### src/rtl/sram_port_arbiter_if.sv
// rtl/sram_port_arbiter_if.sv - sram-like memory bus between the port arbiter (master) and the memory (slave)
interface sram_port_arbiter_if;
    logic        bus_req;
    logic        bus_wr;
    logic [3:0]  bus_wstrb;
    logic [31:0] bus_addr;
    logic [31:0] bus_wdata;
    logic        bus_addr_ok;
    logic        bus_data_ok;
    logic [31:0] bus_rdata;

    modport master (
        output bus_req, bus_wr, bus_wstrb, bus_addr, bus_wdata,
        input  bus_addr_ok, bus_data_ok, bus_rdata
    );

    modport slave (
        input  bus_req, bus_wr, bus_wstrb, bus_addr, bus_wdata,
        output bus_addr_ok, bus_data_ok, bus_rdata
    );
endinterface

### src/rtl/sram_port_arbiter.sv
// rtl/sram_port_arbiter.sv - inst/data port arbiter onto one sram-like bus; ARB_FAIR_EN adds inst starvation relief
module sram_port_arbiter #(
    parameter int STARVE_MAX = 4,
    parameter int CNT_W      = 3
) (
    input  logic                clk,
    input  logic                reset,
    input  logic                inst_req,
    input  logic [31:0]         inst_addr,
    output logic [31:0]         inst_rdata,
    output logic                inst_done,
    input  logic                data_req,
    input  logic                data_wr,
    input  logic [3:0]          data_wstrb,
    input  logic [31:0]         data_addr,
    input  logic [31:0]         data_wdata,
    output logic [31:0]         data_rdata,
    output logic                data_done,
    sram_port_arbiter_if.master bus,
    output logic                stall
);
    typedef enum logic [1:0] {IDLE, ADDR, DATA, RESP} state_t;

    state_t      state_q, state_d;
    logic        gnt_q;
    logic        wr_q;
    logic [3:0]  wstrb_q;
    logic [31:0] addr_q;
    logic [31:0] wdata_q;
    logic [31:0] inst_rdata_q;
    logic [31:0] data_rdata_q;
    logic        any_req;
    logic        pick_data;

    assign any_req = inst_req | data_req;

    // Elaboration-only guard: the block exists only for an unusable counter configuration.
    if (STARVE_MAX < 1 || STARVE_MAX >= (1 << CNT_W)) begin : g_bad_starve_cfg
    end

`ifdef ARB_FAIR_EN
    logic [CNT_W-1:0] starve_cnt_q;
    logic             starved;

    assign starved   = inst_req && (starve_cnt_q == CNT_W'(STARVE_MAX));
    assign pick_data = data_req && !starved;

    // Saturation is implicit: at STARVE_MAX a waiting inst always wins and clears the count.
    always_ff @(posedge clk) begin
        if (reset) begin
            starve_cnt_q <= '0;
        end else if (state_q == IDLE && any_req) begin
            if (!pick_data)
                starve_cnt_q <= '0;
            else if (inst_req)
                starve_cnt_q <= starve_cnt_q + CNT_W'(1);
        end
    end
`else
    assign pick_data = data_req;
`endif

    always_ff @(posedge clk) begin
        if (reset)
            state_q <= IDLE;
        else
            state_q <= state_d;
    end

    always_comb begin
        state_d   = state_q;
        inst_done = 1'b0;
        data_done = 1'b0;
        case (state_q)
            IDLE: if (any_req) state_d = ADDR;
            ADDR: if (bus.bus_addr_ok) state_d = DATA;
            DATA: if (bus.bus_data_ok) state_d = RESP;
            RESP: begin
                state_d   = IDLE;
                inst_done = !gnt_q;
                data_done = gnt_q;
            end
            default: state_d = IDLE;
        endcase
    end

    always_ff @(posedge clk) begin
        if (reset) begin
            gnt_q        <= 1'b0;
            wr_q         <= 1'b0;
            wstrb_q      <= '0;
            addr_q       <= '0;
            wdata_q      <= '0;
            inst_rdata_q <= '0;
            data_rdata_q <= '0;
        end else begin
            if (state_q == IDLE && any_req) begin
                gnt_q   <= pick_data;
                wr_q    <= pick_data & data_wr;
                wstrb_q <= pick_data ? data_wstrb : 4'b0000;
                addr_q  <= pick_data ? data_addr : inst_addr;
                wdata_q <= pick_data ? data_wdata : 32'h0;
            end
            // Write responses carry no payload, so data_rdata keeps the last read word.
            if (state_q == DATA && bus.bus_data_ok) begin
                if (!gnt_q)
                    inst_rdata_q <= bus.bus_rdata;
                else if (!wr_q)
                    data_rdata_q <= bus.bus_rdata;
            end
        end
    end

    assign bus.bus_req   = (state_q == ADDR);
    assign bus.bus_wr    = wr_q;
    assign bus.bus_wstrb = wstrb_q;
    assign bus.bus_addr  = addr_q;
    assign bus.bus_wdata = wdata_q;

    assign inst_rdata = inst_rdata_q;
    assign data_rdata = data_rdata_q;
    assign stall      = (inst_req & ~inst_done) | (data_req & ~data_done);
endmodule

### src/flat_wrapper.sv
// flat-port wrapper written by rule: the top's interface ports become plain ports
module sram_port_arbiter_flat 
#(
    parameter int STARVE_MAX = 4,
    parameter int CNT_W      = 3
)
  (clk, reset, inst_req, inst_addr, inst_rdata, inst_done, data_req, data_wr, data_wstrb, data_addr, data_wdata, data_rdata, data_done, stall, bus_bus_req, bus_bus_wr, bus_bus_wstrb, bus_bus_addr, bus_bus_wdata, bus_bus_addr_ok, bus_bus_data_ok, bus_bus_rdata);
  sram_port_arbiter_if bus_i ();
  input  logic clk;
  input  logic reset;
  input  logic inst_req;
  input  logic [31:0] inst_addr;
  output logic [31:0] inst_rdata;
  output logic inst_done;
  input  logic data_req;
  input  logic data_wr;
  input  logic [3:0] data_wstrb;
  input  logic [31:0] data_addr;
  input  logic [31:0] data_wdata;
  output logic [31:0] data_rdata;
  output logic data_done;
  output logic stall;
  output wire logic [$bits(bus_i.bus_req)-1:0] bus_bus_req;
  output wire logic [$bits(bus_i.bus_wr)-1:0] bus_bus_wr;
  output wire logic [$bits(bus_i.bus_wstrb)-1:0] bus_bus_wstrb;
  output wire logic [$bits(bus_i.bus_addr)-1:0] bus_bus_addr;
  output wire logic [$bits(bus_i.bus_wdata)-1:0] bus_bus_wdata;
  input wire logic [$bits(bus_i.bus_addr_ok)-1:0] bus_bus_addr_ok;
  input wire logic [$bits(bus_i.bus_data_ok)-1:0] bus_bus_data_ok;
  input wire logic [$bits(bus_i.bus_rdata)-1:0] bus_bus_rdata;
  assign bus_bus_req = bus_i.bus_req;
  assign bus_bus_wr = bus_i.bus_wr;
  assign bus_bus_wstrb = bus_i.bus_wstrb;
  assign bus_bus_addr = bus_i.bus_addr;
  assign bus_bus_wdata = bus_i.bus_wdata;
  assign bus_i.bus_addr_ok = bus_bus_addr_ok;
  assign bus_i.bus_data_ok = bus_bus_data_ok;
  assign bus_i.bus_rdata = bus_bus_rdata;
  sram_port_arbiter #(.STARVE_MAX(STARVE_MAX), .CNT_W(CNT_W)) u_core (.clk(clk), .reset(reset), .inst_req(inst_req), .inst_addr(inst_addr), .inst_rdata(inst_rdata), .inst_done(inst_done), .data_req(data_req), .data_wr(data_wr), .data_wstrb(data_wstrb), .data_addr(data_addr), .data_wdata(data_wdata), .data_rdata(data_rdata), .data_done(data_done), .bus(bus_i), .stall(stall));
endmodule
### config.mk
export PLATFORM = sky130hd
export DESIGN_NAME = sram_port_arbiter_flat
export DESIGN_NICKNAME = d
export VERILOG_FILES = /design/src/rtl/sram_port_arbiter_if.sv /design/src/rtl/sram_port_arbiter.sv /design/src/flat_wrapper.sv
export SDC_FILE = /design/constraint.sdc
export NUM_CORES = 1
export LEC_CHECK = 0
export CAP_MARGIN = 0
export CELL_PAD_IN_SITES_DETAIL_PLACEMENT = 1
export CELL_PAD_IN_SITES_GLOBAL_PLACEMENT = 2
export CORE_UTILIZATION = 21
export CTS_CLUSTER_DIAMETER = 80
export DETAILED_ROUTE_END_ITERATION = 6
export PLACE_DENSITY = 0.86
export SYNTH_ARGS = -nofsm -noshare
export SYNTH_HDL_FRONTEND = slang
export SYNTH_SLANG_ARGS = --single-unit
### constraint.sdc
create_clock -name clk -period 1.9 [get_ports clk]
set_clock_uncertainty 0.05 [all_clocks]
set_input_delay 0.38 -clock clk [delete_from_list [all_inputs] [get_ports clk]]
set_output_delay 0.38 -clock clk [all_outputs]
set_load 0.02 [all_outputs]
* After elaboration in Yosys (flattened, before gate mapping)
Index checks and enable logic that the tools add are counted.
Widths: inputs -> output; s select.
** Storage, ports and cells
- Word-level logic and storage cells :: 39
- Output and inout bits :: 137
- Register bits after elaboration :: 136
- RAM bits :: 0
- Input bits :: 139
- Bits in latches :: 0
- Memories :: 0
- ROM bits :: 0
** Operators by class
- Bitwise operators :: 9
- Add/sub/neg operators :: 0
- Mux-type cells :: 9
- Div/mod/pow operators :: 0
- Order comparisons :: 0
- $mul :: 0
- Reduce and logical (&&, ||, !) cells :: 7
- Shift operators :: 0
- Eq/ne operators :: 6
** Operator list (number)
- $mux 32 :: 2
- $pmux 2 s4 :: 1
- $mux 2 :: 3
- $reduce_and 3->1 :: 2
- $eq 2x2->1 const B :: 2
- $mux 4 :: 1
- $ne 2x1->1 const B :: 2
- $not 1->1 :: 4
- $and 1x1->1 :: 3
- $eq 2x1->1 const B :: 1
- $logic_and 1x1->1 :: 2
- $logic_not 2->1 :: 1
- $mux 1 :: 2
- $ne 2x2->1 const B :: 1
- $or 1x1->1 :: 2
- $reduce_and 2->1 :: 1
- $logic_not 1->1 :: 1

* Longest topological paths before layout
- Word-level depth :: 5
- Gate-level depth with buffers :: 7

* Least setup slack after synthesis
No wires, ideal clock.
- Kind :: input -> output
- From :: in data_req
- To :: out stall
- Arrival time :: 1.237 ns
- Buffers on the path :: 2
- Path slack :: 0.233 ns
- Stages on the path :: 3
- Data required time :: 1.470 ns
- Cells stage by stage :: buf_4 clkbuf_1 a2bb2oi_1
** On the way
- Cells in the longest elaborated chain, start to end :: 2
** RTL lines
- start: declaration :: line flat_wrapper.sv:15 : input logic data_req;
- $and 1x1->1 :: line sram_port_arbiter.sv:122 : assign stall = (inst_req & ~inst_done) | (data_req & ~data_done);
- $or 1x1->1 :: line sram_port_arbiter.sv:122
- end: declaration :: line flat_wrapper.sv:22 : output logic stall;
Every way passes these cells.

* Final worst setup path
- From :: reg u_core.state_q[0]
- To :: out stall
** On the way
- Cells in the longest elaborated chain, start to end :: 5
- Elaborated cells on any way between the ends :: 8
** RTL lines
- start: declaration :: line sram_port_arbiter.sv:24 : state_t state_q, state_d;
- start signal: assignment :: line sram_port_arbiter.sv:67 : state_q <= state_d;
- $eq 2x2->1 * :: line sram_port_arbiter.sv:74 : case (state_q)
- $mux 1 :: line sram_port_arbiter.sv:74
- $not 1->1 :: line sram_port_arbiter.sv:122
- $and 1x1->1 :: line sram_port_arbiter.sv:122
- $or 1x1->1 * :: line sram_port_arbiter.sv:122
Every way passes the cells marked *; elsewhere a longest branch is shown, timed or not.

==> flow_metrics.py <==
metrics = {
    "final_layout": {
        "nets": 1036,
        "instances_no_fill": 1230,
        "final_common_cell": "clkdlybuf4s50_1",
        "utilization_pct": 37.2,
        "syn_to_final_growth_pct": 72.4,
        "most-common-layout-cells": "266 x clkdlybuf4s50_1, 167 x nand2_1, 134 x dfxtp_1, 102 x a21oi_1, 37 x nand3_1",
        "drive_gt1_share_pct": 9.50,
    },
    "worst_setup_path": {
        "critical_path_required_ps": 1470,
        "crit_path_start": "u_core.state_q[0]",
        "critPathKind": "reg -> out",
        "cp_data_arrival_time_ps": 1460,
        "end_kind": "output pin",
        "path_delay_family": "flip-flops",
        "start_kind": "flop",
        "worst-path-buf-inv": 1,
        "crit_path_top_delay_cell": "dfxtp_2",
        "slowest_delay_ps": 330,
        "worstPathMaxFanout": 2,
        "crit-reg2reg-launch": "u_core.state_q[0]",
        "cp_cell_sequence": "ha_4 > nor2b_4 > nor2_1 > a2bb2oi_1 > buf_4",
    },
    "die": {
        "die_w_um": 161,
        "start_util_pct": 21.6,
        "io_pins": 276,
        "core_um2": 24500,
        "placementRows": 57,
        "die_area_um2": 25800,
        "fp.dieH_um": 161,
    },
    "sta": {
        "finalHoldViolCount": 0,
        "post-route-period-util_pct": 99.4,
        "layout_min_cycle_time_ps": 1890,
        "timing.fmax_mhz": 529,
        "setup_viol": 0,
        "rsz0062_at_grt": "true",
        "worst_pin_slew_ps": 438,
        "slew_headroom_pct": 70.8,
        "slew_viol_final": 0,
        "fin_hold_ws_ps": 362,
    },
    "synthesis": {
        "synthMuxAreaShare_pct": 6.07,
        "syn-cell-area_um2": 5280,
        "synthCells": 619,
        "synth.area.top_cells": "dfxtp_1 52%, nand2_1 12%, a21oi_1 9.7%",
        "synth_area_leader_cell": "dfxtp_1",
        "synth_simple_gate_area_share_pct": 19.5,
        "syn_nets": 763,
        "postSynthAreaPerCell_um2": 8.53,
        "ys_seq_elements": 136,
        "synth_top_family_by_area": "simple AND/OR/NAND/NOR gates",
        "yosysTopAreaCellShare_pct": 51.6,
        "yosysUniqueCellTypes": 28,
        "yosysWarnings": 0,
        "synth-adder-area-share_pct": 1.18,
        "synth_compound_gate_area_share_pct": 16.3,
        "synth-seq-area-share_pct": 51.6,
        "synth_xor_area_share_pct": 0,
    },
    "clock_network": {
        "cts_root_buffer": "clkbuf_16",
        "path_clk_slew_ps": 60,
        "cts_buffer_depth": 2,
        "cts_max_level": 4,
        "cts-hold-fix-buffers": 0,
        "numCtsBuffers": 17,
        "cts_tree": "done",
        "clock_latency_ps": 410,
        "cts_sinks": 136,
    },
    "power_and_ir_drop": {
        "p_sw_share_pct": 35.2,
        "vdd_drop_max_mv": 0.609,
        "power.leakage_nw": 3.31,
        "seqPwrFrac_pct": 33.0,
        "p_comb_share_pct": 37.6,
        "switchingPower_w": 0.00389,
        "p_clk_share_pct": 29.4,
        "power_density_nw_per_um2": 1210,
        "p_int_w": 0.00716,
    },
    "route": {
        "wl_per_cell_um": 15.7,
        "dr.pass1.iters": 4,
        "ant_nets": 0,
        "route.detailed.drc": 0,
        "routed_wl_um": 19400,
        "vias": 5314,
        "drtIter0Drc": 218,
        "vias_per_cell": 4.32,
    },
    "grt": {
        "grt.total_usage_pct": 14.9,
        "antenna_found_initial": 0,
        "gr-total-overflow": 0,
        "grt_pass1_wl_um": 30200,
        "grt_pass1_vias": 5496,
        "grt_max_degree": 65,
    },
    "place": {
        "placedCellCount": 1196,
        "dp_hpwl_um": 13700,
        "gp_congestion": 0.740,
        "io_buffer_count": 275,
    },
    "min_path": {
        "min-delay-start": "reset",
        "hold_path_class": "in -> reg",
    },
    "job": {
        "maxCapViolCount": 0,
    },
    "run_status": {
        "status": "completed",
    },
}
## routing by layer
metal  global-route usage [%]  vias to the layer above  share of wire [%]  wire length [um]
li1                         -                     2630                  -                 -
met1                     17.5                     2481                 42              8170
met2                     25.5                      190                 49              9520
met3                     5.40                       13                7.6              1470
met4                     4.29                        0                1.1               206
met5                        0                        -                  0                 0
## power groups by stage
stage,Combinational [W],Sequential (W),Clock (W)
2_1_floorplan,0.00161,0.00425,0
5_1_grt,0.00450,0.00371,0.00354
4_1_cts,0.00411,0.00363,0.00338
3_5_place_dp,0.00410,0.00369,0
3_3_place_gp,0.00403,0.00366,0
6_report,0.00415,0.00364,0.00325
## repair_timing
item / in CTS / in global routing
buffers inserted: 0 / 0
gates cloned: 0 / 1
gates resized for setup: 19 / 8
endpoints found under the setup margin: 5 / 5
pin swaps: 0 / 1
## kinds of logic (layout without fill, tap and decap cells)
| group | count (synthesis) | after routing |
|---|---|---|
| buffers and inverters | 56 | 342 |
| other | 0 | 1 |
| multiplexers | 32 | 32 |
| AND/OR/NAND/NOR | 249 | 249 |
| adder cells (fa/ha/maj) | 5 | 5 |
| AO/OA/AOI/OAI | 141 | 141 |
| flip-flops | 136 | 136 |
## sequential cells by signal (all words and copies together), names as in the netlist
name and count:
u_core.data_rdata 32, u_core.bus.bus_wstrb 4, u_core.bus.bus_addr 32, u_core.bus.bus_wr 1
u_core.state_q 2, u_core.bus.bus_wdata 32, u_core.gnt_q 1, u_core.inst_rdata 32
## per-stage QoR
stage	power, W	setup TNS (ps)	area (um2)	worst slack, ps
final	0.0110	0	9100	11.1
after global routing	0.0117	-53.2	9100	-53.2
after CTS	0.0111	-25.2	9060	-25.2
after detailed placement	0.00779	-395	8490	-387
after global placement	0.00769	-388	8490	-388
after floorplan	0.00586	0	5280	233
## Yosys cell counts, drive strengths merged
cell type  instances
a211oi            32
a21oi            102
a2bb2oi            1
and2               1
and3b              1
and4b              1
buf               35
clkbuf            17
dfxtp            136
ha                 5
inv                4
mux2i             32
nand2            167
nand3             37
nand3b             1
nand4b             1
nor2              34
nor2b              3
nor3b              1
nor4               1
nor4b              1
o21a               3
o21ai              1
o31a               2
## path summary, 6_finish.rpt
kind                             end  slack (ps)  depth (start not counted)
max reg2reg  u_core.bus.bus_addr[21]         150                          7
max                            stall          10                          5
min            u_core.data_rdata[12]         360                          2
min reg2reg    u_core.data_rdata[24]         400                          2
## layout make-up
class / count / area, um2
fillers: 2805 / 15400
multi-input cells: 427 / 2290
repair buffers: 306 / 3080
clock buffers: 20 / 467
flip-flops and latches: 136 / 2730
inverters: 4 / 15.0
diodes: 1 / 2.50
well taps: 324 / 405
clock inverters: 12 / 116
Note: power is estimated with default switching activity, not from simulation.
